$ cat src/rtl/prime_pair_generator.sv
// ---------------------------------------------------------------------------
// prime_pair_generator
//   Produces a pair of distinct HALF-bit primes (HALF = WORD_WIDTH/2) for an
//   RSA modulus stage. Candidates come from a free-running Galois LFSR with
//   the MSB and LSB forced high. A small-prime sieve (3,5,7,11,13) drops cheap
//   composites. Each survivor goes to an external primality tester over a
//   start/done handshake. Each prime has an attempt budget. Running out of
//   budget ends the run with an error.
//
// Ports
//   i_clk, i_rst          clock, synchronous active-high reset
//   i_start, i_seed       begin a run (IDLE only) with an LFSR seed (0 -> 1)
//   o_busy                run in progress
//   o_done                one-cycle completion pulse
//   o_error, o_valid      outcome flags, held until the next start
//   o_p, o_q              resulting primes (zero on error)
//   o_test_start          one-cycle request to the primality tester
//   o_test_n              candidate under test, stable while waiting
//   o_test_rounds         Miller-Rabin round count (constant MR_ROUNDS)
//   i_test_done           tester completion pulse
//   i_test_is_prime       tester verdict, valid with i_test_done
// ---------------------------------------------------------------------------
module prime_pair_generator #(
  parameter int                    WORD_WIDTH   = 32,
  parameter int                    MR_ROUNDS    = 2,
  parameter int                    MAX_ATTEMPTS = 64,
  parameter logic [WORD_WIDTH/2-1:0] LFSR_TAPS  = 16'hB400
) (
  input  logic                    i_clk,
  input  logic                    i_rst,
  input  logic                    i_start,
  input  logic [WORD_WIDTH/2-1:0] i_seed,
  output logic                    o_busy,
  output logic                    o_done,
  output logic                    o_error,
  output logic                    o_valid,
  output logic [WORD_WIDTH/2-1:0] o_p,
  output logic [WORD_WIDTH/2-1:0] o_q,
  output logic                    o_test_start,
  output logic [WORD_WIDTH/2-1:0] o_test_n,
  output logic [3:0]              o_test_rounds,
  input  logic                    i_test_done,
  input  logic                    i_test_is_prime
);

  localparam int HALF = WORD_WIDTH / 2;
  localparam int AW   = $clog2(MAX_ATTEMPTS + 1);
  // Forces a full-width, odd candidate.
  localparam logic [HALF-1:0] FORCE_MASK = {1'b1, {(HALF-2){1'b0}}, 1'b1};

  typedef enum logic [2:0] {
    S_IDLE,
    S_DRAW,
    S_SIEVE,
    S_WAIT,
    S_OK,
    S_FAIL
  } state_t;

  state_t          r_state;
  logic [HALF-1:0] r_lfsr;
  logic [HALF-1:0] r_cand;
  logic [AW-1:0]   r_attempts;
  logic            r_phase_q;   // 0: searching for P, 1: searching for Q
  logic            r_busy;
  logic            r_done;
  logic            r_error;
  logic            r_valid;
  logic [HALF-1:0] r_p;
  logic [HALF-1:0] r_q;
  logic            r_test_start;
  logic [HALF-1:0] r_test_n;

  logic [HALF-1:0] w_lfsr_next;
  logic [HALF-1:0] w_candidate;
  logic [HALF-1:0] w_seed_eff;

  // The sieve divides by constants only, so each remainder is a fixed network.
  function automatic logic has_small_factor(input logic [HALF-1:0] n);
    logic r;
    r = ((n % HALF'(3))  == '0) |
        ((n % HALF'(5))  == '0) |
        ((n % HALF'(7))  == '0) |
        ((n % HALF'(11)) == '0) |
        ((n % HALF'(13)) == '0);
    return r;
  endfunction

  // Right-shifting Galois step. The taps are folded in when the bit shifted
  // out is 1.
  function automatic logic [HALF-1:0] lfsr_step(input logic [HALF-1:0] s);
    logic [HALF-1:0] r;
    if (s[0]) begin
      r = {1'b0, s[HALF-1:1]} ^ LFSR_TAPS;
    end else begin
      r = {1'b0, s[HALF-1:1]};
    end
    return r;
  endfunction

  assign w_lfsr_next = lfsr_step(r_lfsr);
  assign w_candidate = r_lfsr | FORCE_MASK;
  assign w_seed_eff  = (i_seed == '0) ? {{(HALF-1){1'b0}}, 1'b1} : i_seed;

  // Sequencer: candidate draw, sieve, tester handshake and result registers.
  always_ff @(posedge i_clk) begin
    if (i_rst) begin
      r_state      <= S_IDLE;
      r_lfsr       <= '0;
      r_cand       <= '0;
      r_attempts   <= '0;
      r_phase_q    <= 1'b0;
      r_busy       <= 1'b0;
      r_done       <= 1'b0;
      r_error      <= 1'b0;
      r_valid      <= 1'b0;
      r_p          <= '0;
      r_q          <= '0;
      r_test_start <= 1'b0;
      r_test_n     <= '0;
    end else begin
      r_done       <= 1'b0;
      r_test_start <= 1'b0;
      // The LFSR keeps running throughout a run, so candidate order depends on
      // tester latency as well as the seed.
      if (r_busy) begin
        r_lfsr <= w_lfsr_next;
      end
      case (r_state)
        S_IDLE: begin
          if (i_start) begin
            r_lfsr     <= w_seed_eff;
            r_p        <= '0;
            r_q        <= '0;
            r_error    <= 1'b0;
            r_valid    <= 1'b0;
            r_phase_q  <= 1'b0;
            r_attempts <= '0;
            r_busy     <= 1'b1;
            r_state    <= S_DRAW;
          end
        end
        S_DRAW: begin
          if (r_attempts == AW'(MAX_ATTEMPTS)) begin
            r_state <= S_FAIL;
          end else begin
            r_cand     <= w_candidate;
            r_attempts <= r_attempts + AW'(1);
            r_state    <= S_SIEVE;
          end
        end
        S_SIEVE: begin
          if (has_small_factor(r_cand)) begin
            r_state <= S_DRAW;
          end else if (r_phase_q && (r_cand == r_p)) begin
            // Q must differ from P, so do not test P again.
            r_state <= S_DRAW;
          end else begin
            r_test_n     <= r_cand;
            r_test_start <= 1'b1;
            r_state      <= S_WAIT;
          end
        end
        S_WAIT: begin
          if (i_test_done) begin
            if (!i_test_is_prime) begin
              r_state <= S_DRAW;
            end else if (!r_phase_q) begin
              r_p        <= r_cand;
              r_phase_q  <= 1'b1;
              r_attempts <= '0;
              r_state    <= S_DRAW;
            end else begin
              r_q     <= r_cand;
              r_state <= S_OK;
            end
          end
        end
        S_OK: begin
          r_done  <= 1'b1;
          r_valid <= 1'b1;
          r_busy  <= 1'b0;
          r_state <= S_IDLE;
        end
        S_FAIL: begin
          r_done  <= 1'b1;
          r_error <= 1'b1;
          r_p     <= '0;
          r_q     <= '0;
          r_busy  <= 1'b0;
          r_state <= S_IDLE;
        end
        default: begin
          r_state <= S_IDLE;
        end
      endcase
    end
  end

  assign o_busy        = r_busy;
  assign o_done        = r_done;
  assign o_error       = r_error;
  assign o_valid       = r_valid;
  assign o_p           = r_p;
  assign o_q           = r_q;
  assign o_test_start  = r_test_start;
  assign o_test_n      = r_test_n;
  assign o_test_rounds = 4'(MR_ROUNDS);

endmodule

$ cat config.mk
export PLATFORM = sky130hd
export DESIGN_NAME = prime_pair_generator
export DESIGN_NICKNAME = d
export VERILOG_FILES = /design/src/rtl/prime_pair_generator.sv
export SDC_FILE = /design/constraint.sdc
export NUM_CORES = 1
export LEC_CHECK = 0
export ABC_AREA = 1
export CELL_PAD_IN_SITES_DETAIL_PLACEMENT = 1
export CELL_PAD_IN_SITES_GLOBAL_PLACEMENT = 2
export CORE_ASPECT_RATIO = 1.25
export CORE_MARGIN = 2
export CORE_UTILIZATION = 32
export CTS_BUF_LIST = sky130_fd_sc_hd__clkbuf_16
export DETAILED_ROUTE_END_ITERATION = 10
export GPL_ROUTABILITY_DRIVEN = 0
export PLACE_DENSITY_LB_ADDON = 0.1
export RECOVER_POWER = 100
export SYNTH_ARGS = -nofsm -noshare
export SYNTH_HDL_FRONTEND = slang
export SYNTH_SLANG_ARGS = --single-unit
$ cat constraint.sdc
create_clock -name i_clk -period 9.4 [get_ports i_clk]
set_input_delay 1.88 -clock i_clk [delete_from_list [all_inputs] [get_ports i_clk]]
set_output_delay 1.88 -clock i_clk [all_outputs]
set_load 0.01 [all_outputs]
==> summary.txt, run 1 <==
Failing checks - max-capacitance violations, max-slew violations
Crit path largest cell delay - 0.43 ns
Setup TNS - 0 ns
Post-synth EDFFs - 0
Layout Nets - 1768
Total Wirelength - 30970 um
Die Area - 32330 um2
Post-Syn Area per Cell - 5.840 um2
Synth cell types - 63
Number of synthesized register bits - 92
Cts hold-fix bufs - 0
Max FO, Critical Path - 16
Worst skew pair latency - 0.36 ns
Post-Synth XOR/XNOR Area - 4.227%
Root buf cell - clkbuf_16
Vias in the first global route - 10690
Buffers on Ports - 73
# rows - 71
RSZ-0062 raised after global routing - no
DRT iter0 DRCs - 298
Layout fillers - 4111
Most frequent cell after synthesis - nand2_1
Final period util - 87.49%
Wirelength per Cell - 14.49 um
Clock buffer depth - 2
Max Clock Skew - 0.007694 ns
Register area share after synthesis - 18.63%
First-pass GRT wire length - 52140 um
Global routing's busiest layer - met2
Reg2Reg Depth - 75
Area share of the largest cell type after synthesis - 19.21%
Outcome - complete, but fails checks
Hold Vio Cnt, Final - 0
End of the critical path - o_test_n[11]
Main combinational cell family by area after synthesis - simple AND/OR/NAND/NOR gates
Dpl hpwl - 25040 um
Reg-to-reg startpoint - r_cand[12]
Complex-gate fraction of the synthesized area - 13.20%
Num CTS Buffers - 9
Slew headroom - -7.797%
GR Util met2 - 38.30%
IO Pins - 78
Ratio of cells with drive above 1 in the final layout - 14.23%
Hold crit path type - flop to flop
Max-cap violation count - 1
CP startpoint - r_cand[12]
Pin count of the biggest net entering global routing - 55
Top cells by area, synth - nand2_1, dfxtp_1, nand3_1
Worst Path Required - 9.66 ns
Final ANT Viol Nets - 0
Commonest cells post-synth - nand2_1, nor2_1, nand3_1
Reg clk slew, reported paths - 0.07 ns
Setup Viol. Count Final - 0
DIE HEIGHT - 200.5 um
Grt ovf - 0
Met3 track utilization from global routing - 1.178%
Vias per cell - 4.967
Sink Count - 92
CP Class - flop to flop
Fmax - 0.1216 GHz
Minimum clock period - 8.224 ns
Met1 Usage GRT - 22.56%
ANT cells - 0
All-layer global routing usage - 19.33%
Synthesis Warnings - 0
Async set-reset flop share out of synthesis - 0%
Simple-Gate Fraction of Synth Area - 50.78%
Syn-to-layout area delta - 12.90%
Mapped cell area - 9887 um2
CTS tree - yes
Reg2Reg Setup Slack - 1.18 ns
Slowest CP cell - inv_1
Vias - 10610
Post-route DRC - 0
Critical R2R Capture - o_test_n[11]
Initial antenna violation count - 0
Worst Setup Start Kind - flop
Mux share of post-synthesis cell area - 0.1012%
WP data arrival - 8.48 ns
Syn Inst Count - 1693
Crit. End Element - flop
Htree depth - 3
Core ar. - 30290 um2
Cell taking the most area after synthesis - nand2_1
Chip Width - 161.2 um
Adder-Cell Fraction of Synth Area - 2.025%
Synth Flop Type - dfxtp_1
Max-slew violations - 28
Initial Util - 32.64%
Cell mode on critical path - nand2_2
Least-Margin Pin Slew - 1.617 ns
Drt first pass iters - 4
==> cell type report <==
cell class	count	area (um2)	share of cell area (%)
timing repair buffer	87	853.3	7.645
tap	401	501.7	4.495
inverter	190	715.7	6.412
clock inverter	7	51.30	0.4596
clock buffer	9	225.2	2.018
sequential	92	1846	16.53
multi-input combinational	1351	6969	62.44
==> critical path: cells and delay by family (launching register included) <==
family	cells	cell delay (ns)
simple gates	66	6.37
buf+inv	6	0.86
fa+ha+maj	2	0.36
flops	1	0.31
compound gates	1	0.16
==> flip-flops by register name, summed over array words and instances, names as in the netlist <==
signal,cells
r_cand,15
o_valid,1
r_phase_q,1
o_busy,1
o_error,1
o_p,15
r_state,3
o_q,15
r_attempts,7
o_test_n,15
o_done,1
r_lfsr,16
o_test_start,1
==> stage by stage <==
step                      cell area [um2]  setup WS, ns  util, %  hold slack, ns  cells
after CTS                           11130        0.9314    36.73          0.4730   2135
final                               11160         1.176    36.85          0.4634   2137
after global placement              10850         1.070    35.81          0.4586   2119
after floorplan                      9894         2.577        -          0.4557   1695
after detailed placement            10850        0.9358    35.81          0.4584   2119
after global routing                11160       0.02012    36.85          0.4817   2137
==> what timing repair did <==
item / 4_1_cts / 5_1_grt
endpoints found under the setup margin: 0 / 17
gates resized for setup: 0 / 3
setup buffers: 0 / 2
hold endpoints to repair: 0 / 0
==> kinds of logic (layout without fill, tap and decap cells) <==
group,after synthesis,after routing
AND/OR/NAND/NOR,1062,1062
other,2,4
AO/OA/AOI/OAI,222,222
buffers and inverters,252,293
flip-flops,92,92
multiplexers,1,1
XOR/XNOR,46,46
adder cells (fa/ha/maj),16,16
==> cells in the final DEF, fill, tap and decap left out, drive strengths merged, types with 2 or more instances in the layout <==
| cell | netlist | final |
|---|---|---|
| a21oi | 65 | 65 |
| a221oi | 2 | 2 |
| nor2 | 194 | 194 |
| a211oi | 7 | 7 |
| buf | 37 | 12 |
| a21boi | 2 | 2 |
| conb | 2 | 4 |
| and2 | 3 | 3 |
| nand3b | 11 | 11 |
| nor4 | 6 | 6 |
| clkbuf | 25 | 11 |
| o21bai | 2 | 2 |
| clkinv | 8 | 9 |
| clkinvlp | 0 | 3 |
| or2 | 5 | 5 |
| dlygate4sd3 | 0 | 57 |
| inv | 182 | 185 |
| nor3b | 2 | 2 |
| xor2 | 38 | 38 |
| nand3 | 194 | 194 |
| a311oi | 2 | 2 |
| dfxtp | 92 | 92 |
| nor3 | 13 | 13 |
| ha | 16 | 16 |
| clkdlybuf4s50 | 0 | 16 |
| nand4 | 29 | 29 |
| xnor2 | 8 | 8 |
| nand2 | 604 | 604 |
| a21o | 3 | 3 |
| a31oi | 11 | 11 |
| o211ai | 6 | 6 |
| o21ai | 115 | 115 |
==> per-layer routing <==
layer / wire length [um] / up-vias
li1: - / 5501
met1: 13690 / 5018
met2: 16530 / 80
met3: 461 / 15
met4: 291 / 0
met5: 0 / -
==> how the worst min path moves through the flow <==
stage / from / cells after the start / end
after floorplan: r_attempts[5] / 2 / r_attempts[5]
after global placement: o_error / 2 / o_error
after detailed placement: o_error / 2 / o_error
after CTS: o_q[13] / 2 / o_q[13]
after global routing: o_error / 2 / o_error
final: o_error / 2 / o_error
Power of run 1 is not shown: default switching activity piles up to over one toggle a cycle in this logic, so the estimate is an artifact.
==> run 2: changes to the inputs <==
CORE_UTILIZATION = 34   (was 32)
clock period = 10.5 ns   (was 9.4 ns; I/O delays follow)
==> run 2 against run 1 <==
  * The run still ends with max-capacitance violations, max-slew violations left
  * Non-clock buffer count shrank 8
  * Clock skew grew 0.0054 ns
  * Design area shrank 1.2%
  * Wire length shrank 1.9%
  * First-iteration DRC count grew 9.7%
  * Final cell count shrank 2.5%
  * Via count shrank 1.1%
  * Register-to-register slack gained 0.52 ns
  * Critical path depth shrank 3
  * Global-route usage grew 1.0 points
==> summary.txt, run 2 (same netlist as run 1, synthesis figures left out) <==
Post-route DRC - 0
Drt first pass iters - 4
Max FO, Critical Path - 16
First-pass GRT wire length - 51650 um
Vias in the first global route - 10550
Max Clock Skew - 0.01308 ns
Total Wirelength - 30380 um
Hold crit path type - flop to flop
Clock buffer depth - 2
RSZ-0062 raised after global routing - no
Setup Viol. Count Final - 0
Syn-to-layout area delta - 11.59%
Slowest CP cell - dfxtp_1
Die Area - 30470 um2
CP startpoint - r_cand[12]
Largest register FFs - 16
Most flops, register - r_lfsr
Initial Util - 34.70%
Vias per cell - 5.041
Fmax - 0.1135 GHz
Least-Margin Pin Slew - 2.213 ns
Worst Setup Start Kind - flop
Htree depth - 3
Num CTS Buffers - 9
Chip Width - 156.5 um
Pin count of the biggest net entering global routing - 53
Minimum clock period - 8.808 ns
Setup TNS - 0 ns
# rows - 69
Outcome - complete, but fails checks
DRT iter0 DRCs - 327
CP Class - flop to flop
Buffers on Ports - 73
WP data arrival - 9.08 ns
Setup Buffers After CTS - 0
Failing checks - max-capacitance violations, max-slew violations
Reg2Reg Depth - 72
Ratio of cells with drive above 1 in the final layout - 13.25%
Cell mode on critical path - nand2_2
Cts hold-fix bufs - 0
Reg-to-reg startpoint - r_cand[12]
Most common cell after layout, fill and taps aside - nand2_1
Sink Count - 92
CTS tree - yes
Final period util - 83.89%
Hold Vio Cnt, Final - 0
Initial antenna violation count - 0
Dpl hpwl - 24170 um
Core ar. - 28490 um2
Grt ovf - 0
Final non-filler cell total - 2083
Layout Nets - 1760
Reg clk slew, reported paths - 0.07 ns
ANT cells - 0
Max-cap violation count - 1
Slew headroom - -47.56%
Critical R2R Capture - o_test_n[9]
End of the critical path - o_test_n[9]
Root buf cell - clkbuf_16
Crit path largest cell delay - 0.67 ns
Wirelength per Cell - 14.59 um
Worst Path Required - 10.77 ns
Vias - 10500
Max-slew violations - 53
Post_cts resized - 0
Final ANT Viol Nets - 0
Crit. End Element - flop
Placed insts - 2067
DIE HEIGHT - 194.7 um
Worst hold path depth - 2
Reg2Reg Setup Slack - 1.69 ns
IO Pins - 78
All-layer global routing usage - 20.38%
Most frequent cells in the layout - nand2_1, nor2_1, nand3_1
Worst skew pair latency - 0.35 ns
## run 2: cell count changes in the layout (fill, tap and decap cells not counted), moves of 2 or more
cell	before	now
buf_4	10	3
clkinvlp_4	3	0
dfxtp_1	89	92
dfxtp_2	3	0
buf_12	2	0
bufinv_16	0	2
nand3_1	165	167
nand3_2	25	23
## run 2: layer usage
metal	vias to the layer above	GRT usage, %	part of all wire (%)
met5	-	0	0
met4	0	3.432	0.78
met3	18	1.494	1.3
li1	5513	-	-
met1	4904	25.49	46
met2	65	38.24	52
## run 2: final cells by class
class / count / area (um2)
timing repair buffer: 79 / 764.5
tap: 355 / 444.2
clock inverter: 7 / 90.09
multi-input combinational: 1351 / 6952
inverter: 190 / 715.7
clock buffer: 9 / 225.2
sequential: 92 / 1842
fill: 3919 / 17460
## run 2: metrics by stage
| step | instance area (um2) | setup slack (ns) | util [%] | hold slack, ns |
|---|---|---|---|---|
| global route | 11030 | 0.2690 | 38.73 | 0.4769 |
| floorplan | 9894 | 3.677 | - | 0.4557 |
| global placement | 10750 | 1.757 | 37.72 | 0.4540 |
| CTS | 11060 | 1.592 | 38.83 | 0.4642 |
| finish | 11030 | 1.692 | 38.73 | 0.4618 |
| detailed placement | 10750 | 1.611 | 37.72 | 0.4549 |
## run 2: worst min path at each step
stage,endpoint,startpoint
finish,o_q[10],o_q[10]
global route,o_q[10],o_q[10]
detailed placement,o_q[10],o_q[10]
global placement,o_q[13],o_q[13]
floorplan,r_attempts[5],r_attempts[5]
CTS,o_q[10],o_q[10]
## run 2: worst max-delay path, delay by kind of cell, from the launching register on
| kind | cells | cell delay (ns) |
|---|---|---|
| AOI/OAI and AO/OA | 3 | 0.61 |
| buffers and inverters | 8 | 0.93 |
| and+or+nand+nor | 59 | 6.13 |
| adders and majority gates | 2 | 0.37 |
| DFF | 1 | 0.67 |
Power of run 2 is left out for the same reason.
